--- config.mk ---
export PLATFORM = sky130hd
export DESIGN_NAME = regfile_write_arbiter
export DESIGN_NICKNAME = d
export VERILOG_FILES = /design/src/rtl/regfile_write_arbiter_pkg.sv /design/src/rtl/regfile_write_arbiter_rr_arb2.sv /design/src/rtl/regfile_write_arbiter.sv
export SDC_FILE = /design/constraint.sdc
export NUM_CORES = 1
export LEC_CHECK = 0
export CAP_MARGIN = 40
export CORE_AREA = 2 2 99 101
export CTS_BUF_LIST = sky130_fd_sc_hd__clkbuf_8 sky130_fd_sc_hd__clkbuf_16
export CTS_CLUSTER_SIZE = 24
export DETAILED_ROUTE_END_ITERATION = 10
export DIE_AREA = 0 0 101 103
export PLACE_DENSITY = 0.85
export SYNTH_ARGS = -nofsm -noshare
export SYNTH_HDL_FRONTEND = slang
export SYNTH_HIERARCHICAL = 1
export SYNTH_SLANG_ARGS = --single-unit
--- constraint.sdc ---
create_clock -name Clk -period 3 [get_ports Clk]
set_clock_uncertainty 0.15 [all_clocks]
set_input_delay 0.3 -clock Clk [delete_from_list [all_inputs] [get_ports Clk]]
set_output_delay 0.3 -clock Clk [all_outputs]
set_load 0.01 [all_outputs]
--- src/rtl/regfile_write_arbiter_pkg.sv ---
`default_nettype none
// ============================================================================
//  Module      : regfile_write_arbiter_pkg
//  Description : Shared definitions for the register-file write arbiter:
//                default widths, the constant-zero register address, the
//                arbitration pointer type and the staged-write record.
//  Revision    : 1.0  initial release
// ============================================================================
package regfile_write_arbiter_pkg;

    localparam int c_DATA_W = 32;
    localparam int c_ADDR_W = 5;

    // Register 0 always reads as zero, so writes to it are dropped.
    localparam logic [c_ADDR_W-1:0] c_ZERO_REG = '0;

    // Round-robin pointer: which requester wins the next contested cycle.
    typedef enum logic [0:0] {
        PTR_REQ0 = 1'b0,
        PTR_REQ1 = 1'b1
    } ptr_t;

    // One write held in the staging register.
    typedef struct packed {
        logic                valid;
        logic [c_ADDR_W-1:0] addr;
        logic [c_DATA_W-1:0] data;
    } stage_t;

endpackage
`default_nettype wire

--- src/rtl/regfile_write_arbiter_rr_arb2.sv ---
`default_nettype none
// ============================================================================
//  Module      : rr_arb2
//  Description : Two-requester round-robin arbiter. Grant is combinational
//                from the request vector and the pointer; the pointer flips
//                only when both requesters ask in the same cycle.
//  Ports       : clk       clock, rising edge
//                rst       asynchronous active-high reset (pointer -> req 0)
//                i_valid   request vector, bit n = requester n
//                o_grant   one-hot grant (all zero during reset / no request)
//                o_ptr     current pointer value
//  Revision    : 1.0  initial release
// ============================================================================
module rr_arb2
    import regfile_write_arbiter_pkg::*;
(
    input  logic       clk,
    input  logic       rst,
    input  logic [1:0] i_valid,
    output logic [1:0] o_grant,
    output logic       o_ptr
);

    ptr_t       r_ptr_q;
    ptr_t       w_ptr_d;
    logic [1:0] w_grant;

    always_comb begin
        w_grant = 2'b00;
        w_ptr_d = r_ptr_q;
        // Nothing is accepted while reset is held.
        if (!rst) begin
            case (i_valid)
                2'b01: w_grant = 2'b01;
                2'b10: w_grant = 2'b10;
                2'b11: begin
                    w_grant = (r_ptr_q == PTR_REQ0) ? 2'b01 : 2'b10;
                    w_ptr_d = (r_ptr_q == PTR_REQ0) ? PTR_REQ1 : PTR_REQ0;
                end
                default: w_grant = 2'b00;
            endcase
        end
    end

    always_ff @(posedge clk or posedge rst) begin
        if (rst) begin
            r_ptr_q <= PTR_REQ0;
        end else begin
            r_ptr_q <= w_ptr_d;
        end
    end

    assign o_grant = w_grant;
    assign o_ptr   = r_ptr_q;

endmodule
`default_nettype wire

--- src/rtl/regfile_write_arbiter.sv ---
`default_nettype none
// ============================================================================
//  Module      : regfile_write_arbiter
//  Description : Arbitrates two write requesters onto a single register-file
//                write port through a one-cycle staging register, and detects
//                read-after-write hazards against the staged write.
//                Optional macro REGFILE_WRITE_ARBITER_BYPASS_EN: forward the
//                staged data to the read ports instead of raising Stall.
//  Ports       : Clk, Reset                 clock / async active-high reset
//                Valid0/1, Addr0/1, Data0/1 write requests
//                Ready0/1                   request accepted this cycle
//                RegWrite, WriteRegister,
//                WriteData                  register-file write port
//                ReadRegister1/2            consumer read addresses
//                RfReadData1/2              raw register-file read data
//                ReadData1/2                read data to the consumer
//                Stall                      hazard against the staged write
//  Revision    : 1.0  initial release
// ============================================================================
module regfile_write_arbiter
    import regfile_write_arbiter_pkg::*;
#(
    parameter int DATA_W = c_DATA_W,
    parameter int ADDR_W = c_ADDR_W
) (
    input  logic              Clk,
    input  logic              Reset,
    input  logic              Valid0,
    input  logic [ADDR_W-1:0] Addr0,
    input  logic [DATA_W-1:0] Data0,
    input  logic              Valid1,
    input  logic [ADDR_W-1:0] Addr1,
    input  logic [DATA_W-1:0] Data1,
    output logic              Ready0,
    output logic              Ready1,
    output logic              RegWrite,
    output logic [ADDR_W-1:0] WriteRegister,
    output logic [DATA_W-1:0] WriteData,
    input  logic [ADDR_W-1:0] ReadRegister1,
    input  logic [ADDR_W-1:0] ReadRegister2,
    input  logic [DATA_W-1:0] RfReadData1,
    input  logic [DATA_W-1:0] RfReadData2,
    output logic [DATA_W-1:0] ReadData1,
    output logic [DATA_W-1:0] ReadData2,
    output logic              Stall
);

    logic [1:0] w_grant;
    logic       w_ptr;
    stage_t     r_stage_q;
    stage_t     w_stage_d;
    logic       w_hit1;
    logic       w_hit2;

    rr_arb2 u_arb (
        .clk     (Clk),
        .rst     (Reset),
        .i_valid ({Valid1, Valid0}),
        .o_grant (w_grant),
        .o_ptr   (w_ptr)
    );

    // Address/data only move on a real write so they hold while RegWrite=0.
    // A grant to register 0 is accepted but leaves the stage idle.
    always_comb begin
        w_stage_d       = r_stage_q;
        w_stage_d.valid = 1'b0;
        if (w_grant[0] && (Addr0 != c_ZERO_REG)) begin
            w_stage_d.valid = 1'b1;
            w_stage_d.addr  = Addr0;
            w_stage_d.data  = Data0;
        end else if (w_grant[1] && (Addr1 != c_ZERO_REG)) begin
            w_stage_d.valid = 1'b1;
            w_stage_d.addr  = Addr1;
            w_stage_d.data  = Data1;
        end
    end

    // Asynchronous clear also discards any write staged when reset hits.
    always_ff @(posedge Clk or posedge Reset) begin
        if (Reset) begin
            r_stage_q <= '0;
        end else begin
            r_stage_q <= w_stage_d;
        end
    end

    assign Ready0        = w_grant[0];
    assign Ready1        = w_grant[1];
    assign RegWrite      = r_stage_q.valid;
    assign WriteRegister = r_stage_q.addr;
    assign WriteData     = r_stage_q.data;

    assign w_hit1 = r_stage_q.valid && (ReadRegister1 != c_ZERO_REG)
                    && (r_stage_q.addr == ReadRegister1);
    assign w_hit2 = r_stage_q.valid && (ReadRegister2 != c_ZERO_REG)
                    && (r_stage_q.addr == ReadRegister2);

`ifdef REGFILE_WRITE_ARBITER_BYPASS_EN
    assign ReadData1 = w_hit1 ? r_stage_q.data : RfReadData1;
    assign ReadData2 = w_hit2 ? r_stage_q.data : RfReadData2;
    assign Stall     = 1'b0;
`else
    assign ReadData1 = RfReadData1;
    assign ReadData2 = RfReadData2;
    assign Stall     = w_hit1 || w_hit2;
`endif

    // Pointer state is internal to the arbiter; kept visible for debug only.
    logic w_unused;
    assign w_unused = w_ptr;

endmodule
`default_nettype wire
### Word-level counts from Yosys, hierarchy flattened

Index checks and enable logic that the tools add are counted.

* multiplexer cells: 6
* reduce and logical (&&, ||, !) cells: 13
* equal/unequal tests: 5
* bitwise logic cells: 1

Operators with widths (count)
* $mux W38: 2
* $reduce_bool A5 Y1: 4
* $eq A5 B5 Y1: 2
* $logic_and A1 B1 Y1: 6
* $pmux W2 S3: 1
* $eq A2 B2 Y1 const B: 2
* $mux W2: 2
* $eq A2 B1 Y1 const B: 1
* $reduce_and A2 Y1: 1
* $reduce_bool A2 Y1: 1
* $logic_or A1 B1 Y1: 1
* $mux W1: 1
* $not A1 Y1: 1

* output and inout port bits: 105
* bits in registers: 39
* logic and storage cells: 29
* input port bits: 152

### Longest topological paths before layout

Gate-level depths: netlist of run 1.

* word-level depth: 6
* mapped depth: 7
* depth with buffers taken out: 5

### By module

Netlist of run 1, hierarchy kept.

Modules (own cells, without submodules)
* regfile_write_arbiter: instances 1, sequential area each 950.9 µm², cells an instance 329, area each 2697.6 µm²
* rr_arb2: instances 1, sequential area each 25.0 µm², cells an instance 8, area each 67.6 µm²

### Worst setup path before layout of run 1

No wires, ideal clock.

* kind: reg2reg
* start point: reg u_arb.r_ptr_q (netlist: u_arb/o_ptr)
* end point: reg r_stage_q, in the netlist WriteData[0]
* setup slack: 1.199 ns
* required time: 2.768 ns
* buffers on the path: 2
* setup time: 0.082 ns
* stages on the path, launching flop included: 7
* arrival: 1.569 ns
* path through: dfrtp_1 -> nand2b_1 -> and3_1 -> clkbuf_1 -> clkbuf_1 -> nand3_1 -> a31oi_1

* cells in the longest elaborated chain, start to end: 5
* elaborated cells between the ends (all ways): 7

RTL lines
* start: declaration: line regfile_write_arbiter_rr_arb2.sv:24 `ptr_t r_ptr_q;`
* start signal: assignment: line regfile_write_arbiter_rr_arb2.sv:49 `r_ptr_q <= w_ptr_d;`
* $mux W2: line regfile_write_arbiter_rr_arb2.sv:37 `w_grant = (r_ptr_q == PTR_REQ0) ? 2'b01 : 2'b10;`
* $pmux W2 S3: line regfile_write_arbiter_rr_arb2.sv:33 `case (i_valid)`
* $mux W2: line regfile_write_arbiter_rr_arb2.sv:32 `if (!rst) begin`
* via Ready1: line regfile_write_arbiter.sv:35 `output logic Ready1,`
* $logic_and A1 B1 Y1: line regfile_write_arbiter.sv:72 `end else if (w_grant[1] && (Addr1 != c_ZERO_REG)) begin`
* $reduce_bool A2 Y1 (no source line)
* end signal: assignment: line regfile_write_arbiter.sv:84 `r_stage_q <= w_stage_d;`
* end: declaration: line regfile_write_arbiter.sv:50 `stage_t r_stage_q;`

The timed path passes the listed nets, and every way through them passes these cells.
A chain may end at the register's enable or synchronous reset.

### Worst setup path in the final report of run 1

* start point: reg r_stage_q, in the netlist WriteRegister[4]
* end point: out Stall

* cells in the longest elaborated chain, start to end: 3
* elaborated cells between the ends (all ways): 5

RTL lines
* $eq A5 B5 Y1 (on tied branches): line regfile_write_arbiter.sv:95, regfile_write_arbiter.sv:97
* $logic_and A1 B1 Y1 (on tied branches): line regfile_write_arbiter.sv:95, regfile_write_arbiter.sv:97
* $logic_or A1 B1 Y1 *: line regfile_write_arbiter.sv:106 `assign Stall = w_hit1 || w_hit2;`
* end: declaration: line regfile_write_arbiter.sv:45 `output logic Stall`

Every way passes the cells marked *; elsewhere a longest branch is shown, timed or not.

==> results.json, run 1 <==
{
  "worstSetupStartpoint": "WriteRegister[4]",
  "slew_headroom": 0.6096,
  "path_class": "flop to primary output",
  "post-route-util": 0.4017,
  "ctsHoldBuffers": 0,
  "netlist_top_cells_area": "dfrtp_1, buf_4, a31oi_1",
  "yosysWarnings": 6,
  "clockRootBuffer": "clkbuf_8",
  "worstPathArrival_ns": 1.93,
  "synth_edf_count": 0,
  "fmax_ghz": 0.4204,
  "synth_area_leader_cell": "dfrtp_1",
  "critPathMaxFanout": 6,
  "finalMaxSlewViolations": 0,
  "detail-route-antenna-nets": 0,
  "worst_pin_slew_ns": 0.5820,
  "cts_buffer_depth": 2,
  "post_cts_resized": 0,
  "layout.nets": 545,
  "r2r-end": "WriteRegister[2]",
  "ys_ff_latch": 39,
  "ys_types": 27,
  "vias": 2669,
  "rrSetupSlack_ns": 1.07,
  "h-tree-depth": 2,
  "dpl.hpwl_um": 6027,
  "fp.dieArea_sq_um": 10400,
  "hold_viol": 0,
  "drt_wl_total_um": 8278,
  "grt_first_pass_wirelength_um": 12780,
  "rr_worst_depth": 6,
  "dr.pass1.iters": 6,
  "fin_crit_sh": 0.7929,
  "die_h_um": 103,
  "min_period_ns": 2.379,
  "netlist_instances": 337,
  "syn2layout_area_growth_pct": 37.42,
  "postCtsSetupRepairBufs": 0,
  "start_util": 0.2923,
  "syn_area_per_cell_sq_um": 8.205,
  "routedWlPerCell_um": 16.30,
  "status": "finished, final reports clean",
  "crit_end": "Stall",
  "hold_class": "primary input to asynchronous set/reset pin",
  "globalRoute.totalOverflow": 0,
  "cts_buffers": 5,
  "setup_violations": 0,
  "p_per_area_nw_per_um2": 620.1,
  "drtIter0Drc": 106,
  "drive_above_1_share": 0.05584,
  "fillCellCount": 955,
  "clkLatencyLatePin_ns": 0.29,
  "grt_max_degree": 41,
  "crit_path_end_kind": "primary output",
  "route.detailed.drc": 0,
  "synth-main-ff-cell": "dfrtp_1",
  "diodes": 0,
  "p_leak_uw": 0.001448,
  "cts.clk_slew.worst_paths_ns": 0.08,
  "portBuffers": 128,
  "die_w_um": 101,
  "cap_violations": 0,
  "synth_area_sq_um": 2765,
  "std_cell_rows": 36,
  "pin_count": 257,
  "synthArstFlopShare": 1.000,
  "rsz0062_at_grt": "no",
  "syn-num-nets": 489,
  "crit_required_ns": 2.55,
  "synth_top_area_share": 0.3529,
  "ir_worst_vdd_mv": 0.2551,
  "routabilityCongestion": 0.7718,
  "grt_pass1_vias": 2673,
  "start_kind": "flop",
  "vias_per_cell": 5.254,
  "cts_tree": "done",
  "seq_area_frac_synth": 0.3529,
  "clock_sinks": 39,
  "tns_ns": 0,
  "antenna_found_initial": 0,
  "grt.total_usage": 0.1542,
  "worst_r2r_startpoint": "u_arb/o_ptr",
  "coreArea_sq_um": 9459
}
## cells in the final DEF, fill, tap and decap left out
| cell | n |
|---|---|
| and3_1 | 1 |
| buf_4 | 8 |
| nor2_4 | 1 |
| nand3b_1 | 1 |
| nand3_1 | 33 |
| or2_2 | 1 |
| or4_1 | 1 |
| o21ai_4 | 1 |
| nand2b_1 | 1 |
| o21ai_0 | 2 |
| a22oi_1 | 5 |
| nor2b_1 | 32 |
| nand4_1 | 1 |
| a21bo_2 | 1 |
| buf_16 | 1 |
| a21oi_1 | 6 |
| nor4_1 | 2 |
| nor2_1 | 37 |
| and3_2 | 1 |
| dfrtp_1 | 39 |
| inv_1 | 2 |
| clkinv_1 | 1 |
| nor3_4 | 1 |
| nor3_1 | 3 |
| xnor2_1 | 3 |
| clkdlybuf4s50_1 | 128 |
| clkbuf_8 | 7 |
| xor2_1 | 6 |
| nand2_1 | 4 |
| a31oi_1 | 64 |
## flip-flops by register name, indices dropped and copies added, names as in the netlist
signal	count
WriteData	32
WriteRegister	5
u_arb/o_ptr	1
RegWrite	1
## synthesized netlist by cell type (2+ instances only)
master and count:
o21ai_0 2, inv_1 2, a22oi_1 5, nand2_1 4
dfrtp_1 39, nor3_1 3, nor2_1 38, a31oi_1 64
clkbuf_1 16, a21oi_1 6, nand3_1 33, buf_6 3
xnor2_1 3, buf_2 5, nor2b_1 32, buf_4 64
and3_1 2, xor2_1 6, nor4_1 2
## final cells by class
cell class	count	area, sq um	area share
Clock buffer	7	96.34	0.02535
Tap cell	114	142.6	0.03754
Inverter	2	7.507	0.001976
Sequential cell	39	975.9	0.2568
Multi-Input combinational cell	208	1205	0.3171
Timing Repair Buffer	137	1369	0.3602
Clock inverter	1	3.754	0.0009878
## critical path, stage by stage, from the launching register on
cell and delay, ns:
dfrtp_1 0.45, or2_2 0.31, o21ai_0 0.15, nand4_1 0.10
o21ai_0 0.08, clkdlybuf4s50_1 0.55
## through the flow
| stage | worst slack, ns | instance area (sq um) | power, uW | instances | hold slack [ns] |
|---|---|---|---|---|---|
| global placement | 0.6742 | 3672 | 1916 | 499 | 0.3225 |
| floorplan | 1.199 | 2765 | 1453 | 337 | -0.1106 |
| finish | 0.6212 | 3800 | 2356 | 508 | 0.06114 |
| detailed placement | 0.6618 | 3700 | 1961 | 500 | 0.3406 |
| CTS | 0.5994 | 3800 | 2384 | 508 | 0.04490 |
| global route | 0.4780 | 3800 | 2533 | 508 | 0.04188 |
## worst min path at each step
stage / endpoint / slack (ns) / depth (start not counted)
after CTS: u_arb/o_ptr / 0.04 / 2
after detailed placement: u_arb/o_ptr / 0.34 / 1
after global routing: u_arb/o_ptr / 0.04 / 2
after floorplan: u_arb/o_ptr / -0.11 / 1
after global placement: u_arb/o_ptr / 0.32 / 1
final: u_arb/o_ptr / 0.06 / 2
## cell families (layout without fill, tap and decap cells)
logic type,count (synthesis),count (layout),synth area share
xor gates and xnor gates,9,9,0.02851
DFF,39,39,0.3529
buffers and inverters,90,147,0.2195
and+or+nand+nor,120,120,0.2195
AOI/OAI and AO/OA,79,79,0.1796
## report_power, final
part	internal, uW	leakage [uW]	switching, uW
registers	704	0.000449	158
logic	647	0.000943	442
clock network	207	0.0000557	198
## layer usage
layer	vias to the layer above	part of all wire	global-route usage
met5	-	0	0
met4	0	0.021	0.05925
met3	24	0.081	0.04678
met2	137	0.49	0.2713
met1	1273	0.41	0.1765
li1	1235	-	-
No activity file was read; power rests on OpenSTA's default activity.
==> inputs of run 2 (changes only) <==
CORE_AREA = not set   (was 2 2 99 101)
CORE_UTILIZATION = 28   (was not set)
DIE_AREA = not set   (was 0 0 101 103)
PLACE_DENSITY = 0.84   (was 0.85)
clock period = 2.1 ns   (was 3 ns; I/O delays follow)
==> run 2 against run 1 <==
Against the previous run: sequential share of layout area decreased by 0.37 points; global-route usage increased by 0.46 points; utilization increased by 0.88 points.
==> results.json, run 2 (synthesis gave the netlist of run 1 again) <==
{
  "status": "finished, final reports clean",
  "rr_worst_depth": 6,
  "r2r-end": "WriteData[7]",
  "final_cell_mix": "clkdlybuf4s50_1, a31oi_1, dfrtp_1, nor2_1, nand3_1",
  "largest_reg_flops": 32,
  "start_util": 0.2937,
  "mostFrequentLayoutCell": "clkdlybuf4s50_1",
  "place_inst": 518,
  "min_period_ns": 1.942,
  "cts.clk_slew.worst_paths_ns": 0.08,
  "antenna_found_initial": 0,
  "crit_required_ns": 1.74,
  "grt_first_pass_wirelength_um": 12840,
  "vias_per_cell": 5.053,
  "vias": 2663,
  "diodes": 0,
  "p_leak_uw": 0.001481,
  "detail-route-antenna-nets": 0,
  "slowest_delay_ns": 0.46,
  "path_cells": "xor2_1 -> nor3_1 -> nand4_1 -> o21ai_0 -> dlygate4sd2_1",
  "routabilityCongestion": 0.6957,
  "crit_family": "flip-flops",
  "cts_tree": "done",
  "die_w_um": 101.4,
  "grt.total_usage": 0.1588,
  "critPathMaxFanout": 4,
  "std_cell_rows": 35,
  "drive_above_1_share": 0.07035,
  "setup_ws_ns": 0.1584,
  "portBuffers": 128,
  "crit_path_end_kind": "primary output",
  "pin_count": 257,
  "dr.pass1.iters": 4,
  "clkLatencyLatePin_ns": 0.29,
  "worstPathArrival_ns": 1.58,
  "pre_cts_ws_ns": -0.1077,
  "hold_viol": 0,
  "routedWlPerCell_um": 15.95,
  "hold_class": "primary input to asynchronous set/reset pin",
  "clock_sinks": 39,
  "globalRoute.totalOverflow": 0,
  "ff_latch_area_sq_um": 978.4,
  "multi_input_area_sq_um": 1200,
  "layout.nets": 549,
  "cap_violations": 0,
  "cts_buffers": 5,
  "syn2layout_area_growth_pct": 39.77,
  "setup_violations": 0,
  "slew_headroom": 0.7021,
  "fin_crit_sh": 0.9246,
  "path_buf_inv": 1,
  "h-tree-depth": 2,
  "clockRootBuffer": "clkbuf_8",
  "fp.dieArea_sq_um": 10280,
  "grtUsageMet2": 0.3072,
  "grt_max_degree": 43,
  "p_per_area_nw_per_um2": 876.1,
  "fin_worst_hold_slack_ns": 0.1530,
  "rrSetupSlack_ns": 0.42,
  "grt_pass1_vias": 2697,
  "route.detailed.drc": 0,
  "worst_r2r_startpoint": "u_arb/o_ptr",
  "grt_util_met1": 0.1604,
  "worst_pin_slew_ns": 0.4462,
  "path_class": "flop to primary output",
  "drt_wl_total_um": 8408,
  "dpl.hpwl_um": 6302,
  "fmax_ghz": 0.5150,
  "drtIter0Drc": 59,
  "final_cells": 527,
  "finalMaxSlewViolations": 0,
  "ir_worst_vdd_mv": 0.2993,
  "coreArea_sq_um": 9415,
  "start_kind": "flop",
  "grt_use_met3": 0.05728,
  "cts_buffer_depth": 2,
  "rsz0062_at_grt": "no",
  "top_usage_layer": "met2",
  "die_h_um": 101.4,
  "critPathSlowestCell": "dfrtp_2",
  "fillCellCount": 939
}
[run 2: how the worst max path moves through the flow]
| stage | from | end | slack [ns] | cells after the start |
|---|---|---|---|---|
| 6_report | WriteRegister[0] | Stall | 0.16 | 5 |
| 5_1_grt | WriteRegister[3] | Stall | 0.05 | 5 |
| 4_1_cts | WriteRegister[4] | Stall | 0.14 | 5 |
| 3_5_place_dp | Addr0[2] | WriteData[11] | -0.11 | 6 |
| 3_3_place_gp | ReadRegister1[1] | Stall | -0.05 | 6 |
| 2_1_floorplan | u_arb/o_ptr | WriteData[0] | 0.30 | 6 |
[run 2: stage by stage]
stage / util / power, uW / setup TNS [ns] / cell area, sq um
after global routing: 0.4105 / 3603 / 0 / 3865
after detailed placement: 0.3987 / 2837 / -1.725 / 3754
after floorplan: - / 2076 / 0 / 2765
final: 0.4105 / 3386 / 0 / 3865
after CTS: 0.4105 / 3430 / 0 / 3865
after global placement: 0.3987 / 2777 / -0.4235 / 3754
[run 2: area by class of cell]
cell class / instances / area share
timing repair buffer: 141 / 0.3668
multi-input combinational: 208 / 0.3105
sequential: 39 / 0.2532
tap: 129 / 0.04176
clock buffer: 7 / 0.02493
inverter: 2 / 0.001942
clock inverter: 1 / 0.0009712
[run 2: layer usage]
layer | wire length, um | share of wire
met1 | 3219 | 0.38
met2 | 4411 | 0.52
met3 | 680 | 0.081
met4 | 96 | 0.011
met5 | 0 | 0
[run 2: power breakdown]
group / internal, uW / total (uW) / leakage, uW / switching (uW)
sequential: 1010 / 1220 / 0.000447 / 212
clock: 295 / 563 / 0.0000557 / 268
combinational: 946 / 1600 / 0.000978 / 655
[run 2: timing repair]
| item | in CTS | in global routing |
|---|---|---|
| resized for setup | 3 | 0 |
| buffers inserted | 0 | 0 |
| hold buffers | 1 | 0 |
| endpoints found under the setup margin | 1 | 0 |
| endpoints found under the hold margin | 1 | 0 |
==> inputs of run 3 (changes only) <==
CAP_MARGIN = 10   (was 40)
==> results of run 3 <==
Same layout as run 2: the final DEF is identical, and so are final timing and power.
